**src/rtl/alu_pkg.sv**
```systemverilog
// Shared opcodes, compare result codes and divider state encoding for the multi-cycle ALU.
package alu_pkg;

  localparam logic [3:0] OP_ADD = 4'h0;
  localparam logic [3:0] OP_SUB = 4'h1;
  localparam logic [3:0] OP_MUL = 4'h2;
  localparam logic [3:0] OP_DIV = 4'h3;
  localparam logic [3:0] OP_AND = 4'h4;
  localparam logic [3:0] OP_OR  = 4'h5;
  localparam logic [3:0] OP_NAND = 4'h6;
  localparam logic [3:0] OP_NOR = 4'h7;
  localparam logic [3:0] OP_NOP = 4'h8;
  localparam logic [3:0] OP_EQ  = 4'h9;
  localparam logic [3:0] OP_GT  = 4'hA;
  localparam logic [3:0] OP_LT  = 4'hB;
  localparam logic [3:0] OP_SHR = 4'hC;
  localparam logic [3:0] OP_SHL = 4'hD;
  localparam logic [3:0] OP_SRA = 4'hE;
  localparam logic [3:0] OP_ROL = 4'hF;

  localparam int CMP_EQ = 1;
  localparam int CMP_GT = 2;
  localparam int CMP_LT = 3;

  localparam logic [1:0] S_IDLE = 2'd0;
  localparam logic [1:0] S_DIV  = 2'd1;
  localparam logic [1:0] S_FIX  = 2'd2;

  typedef struct packed {
    logic carry;
    logic ovf;
    logic dz;
  } alu_flags_t;

endpackage

```
**src/rtl/alu_seq_div.sv**
```systemverilog
// Iterative restoring signed divider: one quotient bit per cycle on magnitudes, signs applied at the end.
//   state  | meaning
//   S_IDLE | waiting for start_i
//   S_DIV  | WIDTH restoring iterations, cnt_q counts down to terminal 0
//   S_FIX  | signed quotient/remainder presented, done_o high for one cycle
module alu_seq_div
  import alu_pkg::*;
#(
  parameter int WIDTH = 16
) (
  input  logic                    clk,
  input  logic                    rst,
  input  logic                    start_i,
  input  logic signed [WIDTH-1:0] a_i,
  input  logic signed [WIDTH-1:0] b_i,
  output logic                    busy_o,
  output logic                    done_o,
  output logic [WIDTH-1:0]        quo_o,
  output logic [WIDTH-1:0]        rem_o,
  output logic                    ovf_o
);

  localparam int CW = $clog2(WIDTH);

  logic [1:0]       state_q, state_d;
  logic [CW-1:0]    cnt_q, cnt_d;
  logic [WIDTH-1:0] rem_q, rem_d;
  logic [WIDTH-1:0] quo_q, quo_d;
  logic [WIDTH-1:0] dvs_q, dvs_d;
  logic             neg_quo_q, neg_quo_d;
  logic             neg_rem_q, neg_rem_d;
  logic             ovf_q, ovf_d;
  logic [WIDTH-1:0] a_mag, b_mag;
  logic [WIDTH:0]   trial, diff;

  always_comb begin
    a_mag = a_i[WIDTH-1] ? (~a_i + WIDTH'(1)) : a_i;
    b_mag = b_i[WIDTH-1] ? (~b_i + WIDTH'(1)) : b_i;
    trial = {rem_q, quo_q[WIDTH-1]};
    diff  = trial - {1'b0, dvs_q};
    state_d   = state_q;
    cnt_d     = cnt_q;
    rem_d     = rem_q;
    quo_d     = quo_q;
    dvs_d     = dvs_q;
    neg_quo_d = neg_quo_q;
    neg_rem_d = neg_rem_q;
    ovf_d     = ovf_q;
    case (state_q)
      S_IDLE: begin
        if (start_i) begin
          state_d   = S_DIV;
          cnt_d     = CW'(WIDTH - 1);
          rem_d     = '0;
          quo_d     = a_mag;
          dvs_d     = b_mag;
          neg_quo_d = a_i[WIDTH-1] ^ b_i[WIDTH-1];
          neg_rem_d = a_i[WIDTH-1];
          ovf_d     = (a_i == {1'b1, {(WIDTH-1){1'b0}}}) && (b_i == '1);
        end
      end
      S_DIV: begin
        // no borrow means the shifted remainder covers the divisor
        if (!diff[WIDTH]) begin
          rem_d = diff[WIDTH-1:0];
          quo_d = {quo_q[WIDTH-2:0], 1'b1};
        end else begin
          rem_d = trial[WIDTH-1:0];
          quo_d = {quo_q[WIDTH-2:0], 1'b0};
        end
        if (cnt_q == '0) state_d = S_FIX;
        else cnt_d = cnt_q - CW'(1);
      end
      S_FIX:   state_d = S_IDLE;
      default: state_d = S_IDLE;
    endcase
  end

  always_ff @(posedge clk) begin
    if (rst) begin
      state_q   <= S_IDLE;
      cnt_q     <= '0;
      rem_q     <= '0;
      quo_q     <= '0;
      dvs_q     <= '0;
      neg_quo_q <= 1'b0;
      neg_rem_q <= 1'b0;
      ovf_q     <= 1'b0;
    end else begin
      state_q   <= state_d;
      cnt_q     <= cnt_d;
      rem_q     <= rem_d;
      quo_q     <= quo_d;
      dvs_q     <= dvs_d;
      neg_quo_q <= neg_quo_d;
      neg_rem_q <= neg_rem_d;
      ovf_q     <= ovf_d;
    end
  end

  assign busy_o = (state_q != S_IDLE);
  assign done_o = (state_q == S_FIX);
  assign quo_o  = neg_quo_q ? (~quo_q + WIDTH'(1)) : quo_q;
  assign rem_o  = neg_rem_q ? (~rem_q + WIDTH'(1)) : rem_q;
  assign ovf_o  = ovf_q;

endmodule

```
**src/rtl/alu_mc.sv**
```systemverilog
// Multi-cycle signed ALU: operand register on accept, single-cycle datapath or iterative
// divider, then one registered 2*WIDTH result with flags and a one-cycle OUT_VALID pulse.
module alu_mc
  import alu_pkg::*;
#(
  parameter int WIDTH = 16
) (
  input  logic                    CLK,
  input  logic                    RST,
  input  logic signed [WIDTH-1:0] A,
  input  logic signed [WIDTH-1:0] B,
  input  logic [3:0]              ALU_FUN,
  input  logic                    IN_VALID,
  output logic                    IN_READY,
  output logic [2*WIDTH-1:0]      ALU_OUT,
  output logic                    OUT_VALID,
  output logic                    Carry_OUT,
  output logic                    OVF,
  output logic                    DIV_ZERO
);

  localparam int SHW = $clog2(WIDTH);
  localparam int DW  = 2 * WIDTH;

  logic signed [WIDTH-1:0] a_q, a_d, b_q, b_d;
  logic [3:0]              fun_q, fun_d;
  logic                    vld_q, vld_d;
  logic                    pend_q, pend_d;
  logic [DW-1:0]           alu_out_q, alu_out_d;
  logic                    out_valid_q, out_valid_d;
  logic                    carry_q, carry_d, ovf_q, ovf_d, dz_q, dz_d;

  logic                    accept, div_start, div_busy, div_done, div_ovf;
  logic [WIDTH-1:0]        div_quo, div_rem;
  logic [SHW-1:0]          sh;
  logic signed [WIDTH:0]   sum_x, dif_x;
  logic signed [DW-1:0]    a_x, b_x, prod;
  logic [DW-1:0]           rot_x, res;
  alu_flags_t              flg;

  // Ready drops on the divide accept edge and stays low until the result cycle
  assign IN_READY  = ~(pend_q | div_busy);
  assign accept    = IN_VALID & IN_READY;
  assign div_start = vld_q && (fun_q == OP_DIV) && (b_q != '0);

  always_comb begin
    a_d    = a_q;
    b_d    = b_q;
    fun_d  = fun_q;
    vld_d  = accept;
    pend_d = pend_q;
    if (accept) begin
      a_d   = A;
      b_d   = B;
      fun_d = ALU_FUN;
    end
    if (accept && (ALU_FUN == OP_DIV) && (B != '0)) pend_d = 1'b1;
    else if (div_start) pend_d = 1'b0;
  end

  always_comb begin
    sh    = b_q[SHW-1:0];
    sum_x = {a_q[WIDTH-1], a_q} + {b_q[WIDTH-1], b_q};
    dif_x = {a_q[WIDTH-1], a_q} - {b_q[WIDTH-1], b_q};
    a_x   = {{WIDTH{a_q[WIDTH-1]}}, a_q};
    b_x   = {{WIDTH{b_q[WIDTH-1]}}, b_q};
    prod  = a_x * b_x;
    rot_x = {a_q, a_q} << sh;
    res   = '0;
    flg   = '0;
    case (fun_q)
      OP_ADD: begin
        res       = {{(WIDTH-1){sum_x[WIDTH]}}, sum_x};
        flg.carry = sum_x[WIDTH];
        flg.ovf   = (a_q[WIDTH-1] == b_q[WIDTH-1]) && (sum_x[WIDTH-1] != a_q[WIDTH-1]);
      end
      OP_SUB: begin
        res       = {{(WIDTH-1){dif_x[WIDTH]}}, dif_x};
        flg.carry = dif_x[WIDTH];
        flg.ovf   = (a_q[WIDTH-1] != b_q[WIDTH-1]) && (dif_x[WIDTH-1] != a_q[WIDTH-1]);
      end
      OP_MUL:  res = prod;
      OP_DIV:  flg.dz = (b_q == '0);
      OP_AND:  res = {{WIDTH{1'b0}}, a_q & b_q};
      OP_OR:   res = {{WIDTH{1'b0}}, a_q | b_q};
      OP_NAND: res = {{WIDTH{1'b0}}, ~(a_q & b_q)};
      OP_NOR:  res = {{WIDTH{1'b0}}, ~(a_q | b_q)};
      OP_EQ:   res = (a_q == b_q) ? DW'(CMP_EQ) : '0;
      OP_GT:   res = (a_q > b_q) ? DW'(CMP_GT) : '0;
      OP_LT:   res = (a_q < b_q) ? DW'(CMP_LT) : '0;
      OP_SHR:  res = {{WIDTH{1'b0}}, a_q >> sh};
      OP_SHL:  res = {{WIDTH{1'b0}}, a_q << sh};
      OP_SRA:  res = {{WIDTH{1'b0}}, a_q >>> sh};
      OP_ROL:  res = {{WIDTH{1'b0}}, rot_x[DW-1:WIDTH]};
      default: res = '0;
    endcase
  end

  alu_seq_div #(.WIDTH(WIDTH)) u_div (
    .clk     (CLK),
    .rst     (RST),
    .start_i (div_start),
    .a_i     (a_q),
    .b_i     (b_q),
    .busy_o  (div_busy),
    .done_o  (div_done),
    .quo_o   (div_quo),
    .rem_o   (div_rem),
    .ovf_o   (div_ovf)
  );

  always_comb begin
    alu_out_d   = alu_out_q;
    carry_d     = carry_q;
    ovf_d       = ovf_q;
    dz_d        = dz_q;
    out_valid_d = 1'b0;
    if (div_done) begin
      alu_out_d   = {div_rem, div_quo};
      carry_d     = 1'b0;
      ovf_d       = div_ovf;
      dz_d        = 1'b0;
      out_valid_d = 1'b1;
    end else if (vld_q && !div_start) begin
      alu_out_d   = res;
      carry_d     = flg.carry;
      ovf_d       = flg.ovf;
      dz_d        = flg.dz;
      out_valid_d = 1'b1;
    end
  end

  always_ff @(posedge CLK) begin
    if (RST) begin
      a_q         <= '0;
      b_q         <= '0;
      fun_q       <= '0;
      vld_q       <= 1'b0;
      pend_q      <= 1'b0;
      alu_out_q   <= '0;
      out_valid_q <= 1'b0;
      carry_q     <= 1'b0;
      ovf_q       <= 1'b0;
      dz_q        <= 1'b0;
    end else begin
      a_q         <= a_d;
      b_q         <= b_d;
      fun_q       <= fun_d;
      vld_q       <= vld_d;
      pend_q      <= pend_d;
      alu_out_q   <= alu_out_d;
      out_valid_q <= out_valid_d;
      carry_q     <= carry_d;
      ovf_q       <= ovf_d;
      dz_q        <= dz_d;
    end
  end

  assign ALU_OUT   = alu_out_q;
  assign OUT_VALID = out_valid_q;
  assign Carry_OUT = carry_q;
  assign OVF       = ovf_q;
  assign DIV_ZERO  = dz_q;

endmodule

```
**config.mk**
```make
export PLATFORM = sky130hd
export DESIGN_NAME = alu_mc
export DESIGN_NICKNAME = d
export VERILOG_FILES = /design/src/rtl/alu_pkg.sv /design/src/rtl/alu_seq_div.sv /design/src/rtl/alu_mc.sv
export SDC_FILE = /design/constraint.sdc
export NUM_CORES = 1
export LEC_CHECK = 0
export CAP_MARGIN = 20
export CELL_PAD_IN_SITES_DETAIL_PLACEMENT = 1
export CELL_PAD_IN_SITES_GLOBAL_PLACEMENT = 1
export CORE_MARGIN = 5
export CORE_UTILIZATION = 52
export DETAILED_ROUTE_END_ITERATION = 8
export PLACE_DENSITY_LB_ADDON = 0.12
export SETUP_SLACK_MARGIN = 0.1
export SYNTH_ARGS = -nofsm -noshare
export SYNTH_HDL_FRONTEND = slang
export SYNTH_SLANG_ARGS = --single-unit
```
**constraint.sdc**
```tcl
create_clock -name CLK -period 18 [get_ports CLK]
set_input_delay 2.7 -clock CLK [delete_from_list [all_inputs] [get_ports CLK]]
set_output_delay 2.7 -clock CLK [all_outputs]
set_load 0.1 [all_outputs]
```
Word level (Yosys, flattened, before mapping)
Index checks and enable logic that the tools add are counted.
{"block": "word_totals", "register_bits": 131, "latch_bits": 0, "mem_bits_rw": 0, "mem_bits_ro": 0, "inputBits": 39, "output_inout_bits": 37, "word_cells": 126, "memories": 0}
{"block": "classes", "n_addsub": 8, "mul": 1, "div": 0, "magnitude_cmp": 2, "n_eq_ne": 27, "n_shift": 4, "n_mux": 30, "bitwise": 12, "n_reduce_logical": 24}
{"cell": "32-bit case mux with 14 select lines", "count": 1}
{"cell": "16-bit 2-to-1 mux", "count": 7}
{"cell": "16-bit inverter", "count": 6}
{"cell": "32-bit 2-to-1 mux", "count": 2}
{"cell": "16-bit case mux with 2 select lines", "count": 2}
{"cell": "16-bit by 1-bit adder with 16-bit output (second input constant)", "count": 2}
{"cell": "16-bit by 2-bit adder with 16-bit output (second input constant)", "count": 2}
{"cell": "16-bit == test (second input constant)", "count": 2}
{"cell": "16-bit by 16-bit multiplier with 32-bit output", "count": 1}
{"cell": "16-bit nonzero test", "count": 2}
{"cell": "32-bit by 4-bit << shifter with 32-bit output", "count": 1}
{"cell": "4-bit == test (second input constant)", "count": 7}
{"cell": "16-bit by 16-bit adder with 17-bit output", "count": 1}
{"cell": "16-bit by 16-bit subtractor with 17-bit output", "count": 1}
{"cell": "17-bit by 16-bit subtractor with 17-bit output", "count": 1}
{"cell": "16-bit AND", "count": 1}
{"cell": "16-bit == test", "count": 1}
{"cell": "4-bit by 3-bit == test with 1-bit output (second input constant)", "count": 4}
{"cell": "16-bit greater-than comparator", "count": 1}
{"cell": "16-bit logical NOT", "count": 1}
{"cell": "16-bit less-than comparator", "count": 1}
{"cell": "16-bit OR", "count": 1}
{"cell": "16-bit by 4-bit << shifter with 16-bit output", "count": 1}
{"cell": "16-bit by 4-bit >> shifter with 16-bit output", "count": 1}
{"cell": "27 further kinds", "count": 58}

Logic depth before layout (Yosys ltp)
{"block": "logic_depth", "ltp_word": 7, "ltp_mapped": 25, "ltp_nobuf": 22}

Cells and area by module
A second synthesis with hierarchy kept.
{"block": "hier_totals", "cells_unflattened": 2662, "area_unflattened_um2": 21374.2}
{"module": "alu_mc", "n_inst": 1, "cells_each": 2098, "area_each_um2": 17008.8, "seq_area_each_um2": 1481.4}
{"module": "alu_seq_div", "n_inst": 1, "cells_each": 564, "area_each_um2": 4365.4, "seq_area_each_um2": 1141.1}

Worst setup path before layout
OpenSTA, ideal clock, no wires.
{"block": "synth_path", "path_kind": "reg2reg", "startpoint": "reg a_q[15]", "endpoint": "reg alu_out_q[29], in the netlist ALU_OUT[29]", "setup_time_ns": 0.079, "arrival_ns": 6.841, "t_required_ns": 17.921, "slack_ns": 11.080, "path_stages_with_launch": 23, "n_path_buf": 4, "period_less_slack_ns": 6.920, "path_cell_list": "dfxtp_1 > clkbuf_1 > buf_1 > clkbuf_1 > clkbuf_1 > nand2_1 > inv_1 > fa_1 > fa_1 > fa_1 > fa_1 > fa_1 > inv_1 > fa_1 > inv_1 > ha_1 > a21o_1 > a21o_1 > a21oi_1 > o21ai_0 > o41ai_1 > or4b_1 > o211ai_1"}
{"block": "synth_between", "elab_chain_len": 4, "word_cells_on_any_way": 6, "classes_between": "add/sub: 2; mul: 1; mux: 3"}
{"item": "start: declaration", "line": "alu_mc.sv:25", "source": "logic signed [WIDTH-1:0] a_q, a_d, b_q, b_d;"}
{"item": "start signal: assignment", "line": "alu_mc.sv:135", "source": "a_q <= '0;"}
{"item": "start signal: assignment", "line": "alu_mc.sv:146", "source": "a_q <= a_d;"}
{"item": "16-bit by 16-bit multiplier with 32-bit output (tied with other cells)", "line": "alu_mc.sv:67", "source": "prod = a_x * b_x;"}
{"item": "32-bit case mux with 14 select lines (*)", "line": "alu_mc.sv:71", "source": "case (fun_q)"}
{"item": "32-bit 2-to-1 mux (*)", "line": "alu_mc.sv:124", "source": "end else if (vld_q && !div_start) begin"}
{"item": "32-bit 2-to-1 mux (*)", "line": "alu_mc.sv:118", "source": "if (div_done) begin"}
{"item": "end signal: assignment", "line": "alu_mc.sv:151", "source": "alu_out_q <= alu_out_d;"}
{"item": "end: declaration", "line": "alu_mc.sv:29", "source": "logic [DW-1:0] alu_out_q, alu_out_d;"}
Every way passes the cells marked *; elsewhere a longest branch is shown, timed or not. The select of a mux whose other input is x is not followed.
A chain may end at the register's enable or synchronous reset.

Final worst setup path
{"block": "layout_path", "startpoint": "reg b_q[1]", "endpoint": "reg alu_out_q[29], in the netlist ALU_OUT[29]"}
{"block": "layout_between", "elab_chain_len": 5, "word_cells_on_any_way": 11, "classes_between": "add/sub: 2; mul: 1; mux: 3; reduce/logical: 5"}
{"item": "start: declaration", "line": "alu_mc.sv:25"}
{"item": "start signal: assignment", "line": "alu_mc.sv:136", "source": "b_q <= '0;"}
{"item": "start signal: assignment", "line": "alu_mc.sv:147", "source": "b_q <= b_d;"}
{"item": "parallel branches: the longest is 5 deep, another holds 16-bit by 16-bit multiplier with 32-bit output"}
Several ways; the timed one is not identified. The select of a mux whose other input is x is not followed.

==> metrics.md <==
| Metric | Value |
|---|---|
| Number of max-cap violations | 0 |
| CP max FO | 56 |
| Initial antenna violation count | 3 |
| Die width | between 200 and 250 um |
| Cell Area, Synth | 0.02107 mm^2 |
| Place WS | approximately 10 ns |
| Post-route insts no fill | between 3,000 and 4,000 |
| Hold_ws | 0.4699 ns |
| Worst-Skew Late Latency | 0.48 ns |
| Final ANT Viol Nets | 0 |
| Hold path startpoint | b_q[7]$_SDFFE_PP0P_ |
| EDFF count, synth | 0 |
| Layout area overhead | 8.402% |
| Synth Flop Type | dfxtp_1 |
| Ys async rst share | 0 |
| Die height | approximately 210 um |
| Period utilization | 0.4148 |
| Syn Inst Count | approximately 2,600 |
| R2R depth | 19 |
| RSZ-0062 raised after global routing | false |
| CP Launch Point | b_q[1]$_SDFFE_PP0P_ |
| GP Congestion | approximately 1.0 |
| Vias | about 20,000 |
| Commonest non-fill, non-tap cell in the layout | inv_1 |
| Mean Syn Cell Area | 8.000 um^2 |
| Total core area | between 0.03 and 0.04 mm^2 |
| Routed len/inst | 28.11 um |
| Die Area | about 0.045 mm^2 |
| Setup TNS Final | 0 ns |
| Crit path to | ALU_OUT[29]$_SDFFE_PP0P_ |
| DRT iter0 DRCs | between 1,500 and 2,000 |
| Slew headroom | 0.2754 |
| Status | finished clean |
| Synth Register Bits | 131 |
| Pwr Total | 1.278 mW |
| Commonest cells after routing, fill and taps aside | inv_1 (351), nand2_1 (317), nor2_1 (289) |
| IO Port Bufs | 75 |
| Final Skew | approximately 0.02 ns |
| Pwr/cell area | ~56 mW/mm^2 |
| F_max | 0.1339 GHz |
| DP Cell Count | between 3,000 and 4,000 |
| Seq/Total Area, Yosys | 0.1245 |
| Top Ports | 76 |
| TritonRoute pass-1 iters | 7 |
| FF-to-FF End | ALU_OUT[29]$_SDFFE_PP0P_ |
| First-pass GRT wire length | 135,100 um |
| DPL Wire Length | ~68,000 um |
| Post-DP Area | around 0.022 mm^2 |
| Fin area | 0.02284 mm^2 |
| Net Count, Synth | between 3,000 and 4,000 |
| Htree depth | 4 |
| CTS tree | yes |
| WP data required | 18.35 ns |
| GR Util All Layers | 0.3983 |
| Worst R2R Start | b_q[1]$_SDFFE_PP0P_ |
| PnR worst setup slack | 10.53 ns |
| Post-cts sizing count | 0 |
| Final hold viol count | 0 |
| Rows | 73 |
| Largest net degree at the start of global routing | between 60 and 70 |
| Util after Layout | 0.5723 |
| Synth unique cells | 85 |
| Least-Margin Pin Slew | approximately 1.1 ns |
| CTS buffer count | 17 |
| Final WL | 88,580 um |
| Minimum clock period | about 7.5 ns |
| DRC | 0 |
| VDD IR-drop max | 75.43 uV |
| Final Net Count | roughly 3,000 |
| Total gr overflow | 0 |
| Endpoints failing setup | 0 |
| Share of layout cells above drive strength 1 | 0.06210 |
| Worst reg2reg setup slack | around 11 ns |
| Drt via density | about 6.5 |
| Initial core utilization | 0.5279 |
| Crit Path Category | reg -> reg |
| CP Capture Type | register |
| P_leak | 10.08 nW |
| Max Buffers Root-to-Sink | 2 |
| Max Transition Viols Final | 0 |
| CTS Hold Bufs | 0 |
| Root buf cell | clkbuf_16 |
| Yosys Warn Count | 0 |
| Clock-pin transition on the worst setup and hold timing paths | 0.08 ns |
| CP startpoint kind | register |
| Vias in the first global route | around 22,000 |
| Worst Hold Class | reg -> reg |
| Sink Count | approximately 130 |
| CP arrival | approximately 7.8 ns |
| Postcts setup bufs | 0 |
-- registers in the layout, summed over array words and instances, names as in the netlist --
register         flops
pend_q               1
b_q                 16
u_div.neg_quo_q      1
OVF                  1
DIV_ZERO             1
u_div.dvs_q         16
u_div.rem_q         16
u_div.neg_rem_q      1
fun_q                4
vld_q                1
OUT_VALID            1
u_div.state_q        2
u_div.quo_q         16
a_q                 16
ALU_OUT             32
u_div.cnt_q          4
u_div.ovf_o          1
Carry_OUT            1
-- cells in the mapped netlist (25+ instances only) --
master	number	area share
o21ai_0	121	0.029
nor3_1	46	0.011
ha_1	155	0.092
clkbuf_1	125	0.022
xor2_1	27	0.011
a211oi_1	46	0.016
nand3_1	29	0.0069
mux2i_1	25	0.012
inv_1	351	0.063
dfxtp_1	131	0.12
buf_1	26	0.0046
xnor2_1	91	0.038
fa_1	265	0.25
nand2_1	317	0.056
a21oi_1	146	0.035
mux4_2	26	0.028
nor2_1	289	0.051
-- layout make-up --
cell class,instances,area [um^2]
inverters,365,1370
multi-input cells,1970,16450
flip-flops and latches,131,2626
well taps,525,656.9
diodes,1,2.502
repair buffers,127,1139
clock buffers,19,452.9
clock inverters,13,148.9
fillers,4889,17070
-- critical path, cell delays in order (launching register included) --
cell and delay, ns:
dfxtp_2 0.32, buf_4 0.55, clkinv_1 0.66, nor2_1 0.32, fa_1 0.45, fa_1 0.55
ha_1 0.15, inv_1 0.05, fa_1 0.47, inv_1 0.05, fa_1 0.56, fa_1 0.43
ha_1 0.24, or3_1 0.45, o21ai_0 0.86, a21o_1 0.30, a21oi_1 0.11, o41ai_1 0.48
or4b_1 0.19, o211ai_1 0.08
-- per-layer routing --
layer  track usage  part of all wire  vias to the layer above
li1              -                 -                     8705
met1        0.4853              0.38                    10340
met2        0.6520              0.47                     1004
met3       0.07528             0.075                      332
met4        0.2510             0.077                        4
met5             0           0.00027                        -
-- worst min-delay path by stage --
| stage | endpoint | cells after the start | slack (ns) |
|---|---|---|---|
| floorplan | u_div.dvs_q[15]$_SDFFE_PP0P_ | 2 | 0.43 |
| global placement | b_q[7]$_SDFFE_PP0P_ | 2 | 0.44 |
| detailed placement | b_q[7]$_SDFFE_PP0P_ | 2 | 0.46 |
| CTS | b_q[7]$_SDFFE_PP0P_ | 2 | 0.47 |
| global route | u_div.dvs_q[0]$_SDFFE_PP0P_ | 2 | 0.49 |
| finish | b_q[7]$_SDFFE_PP0P_ | 2 | 0.47 |
-- power breakdown --
part,switching [mW],internal (mW)
Combinational,0.388,0.198
Clock,0.166,0.213
Sequential,0.0117,0.301
-- cell families after synthesis --
group | share of synthesized area
xor+xnor | 0.04905
mux | 0.04180
simple gates | 0.1725
compound gates | 0.1720
flops | 0.1245
buf+inv | 0.09637
fa+ha+maj | 0.3438
Note: power is estimated with default switching activity, not from simulation.
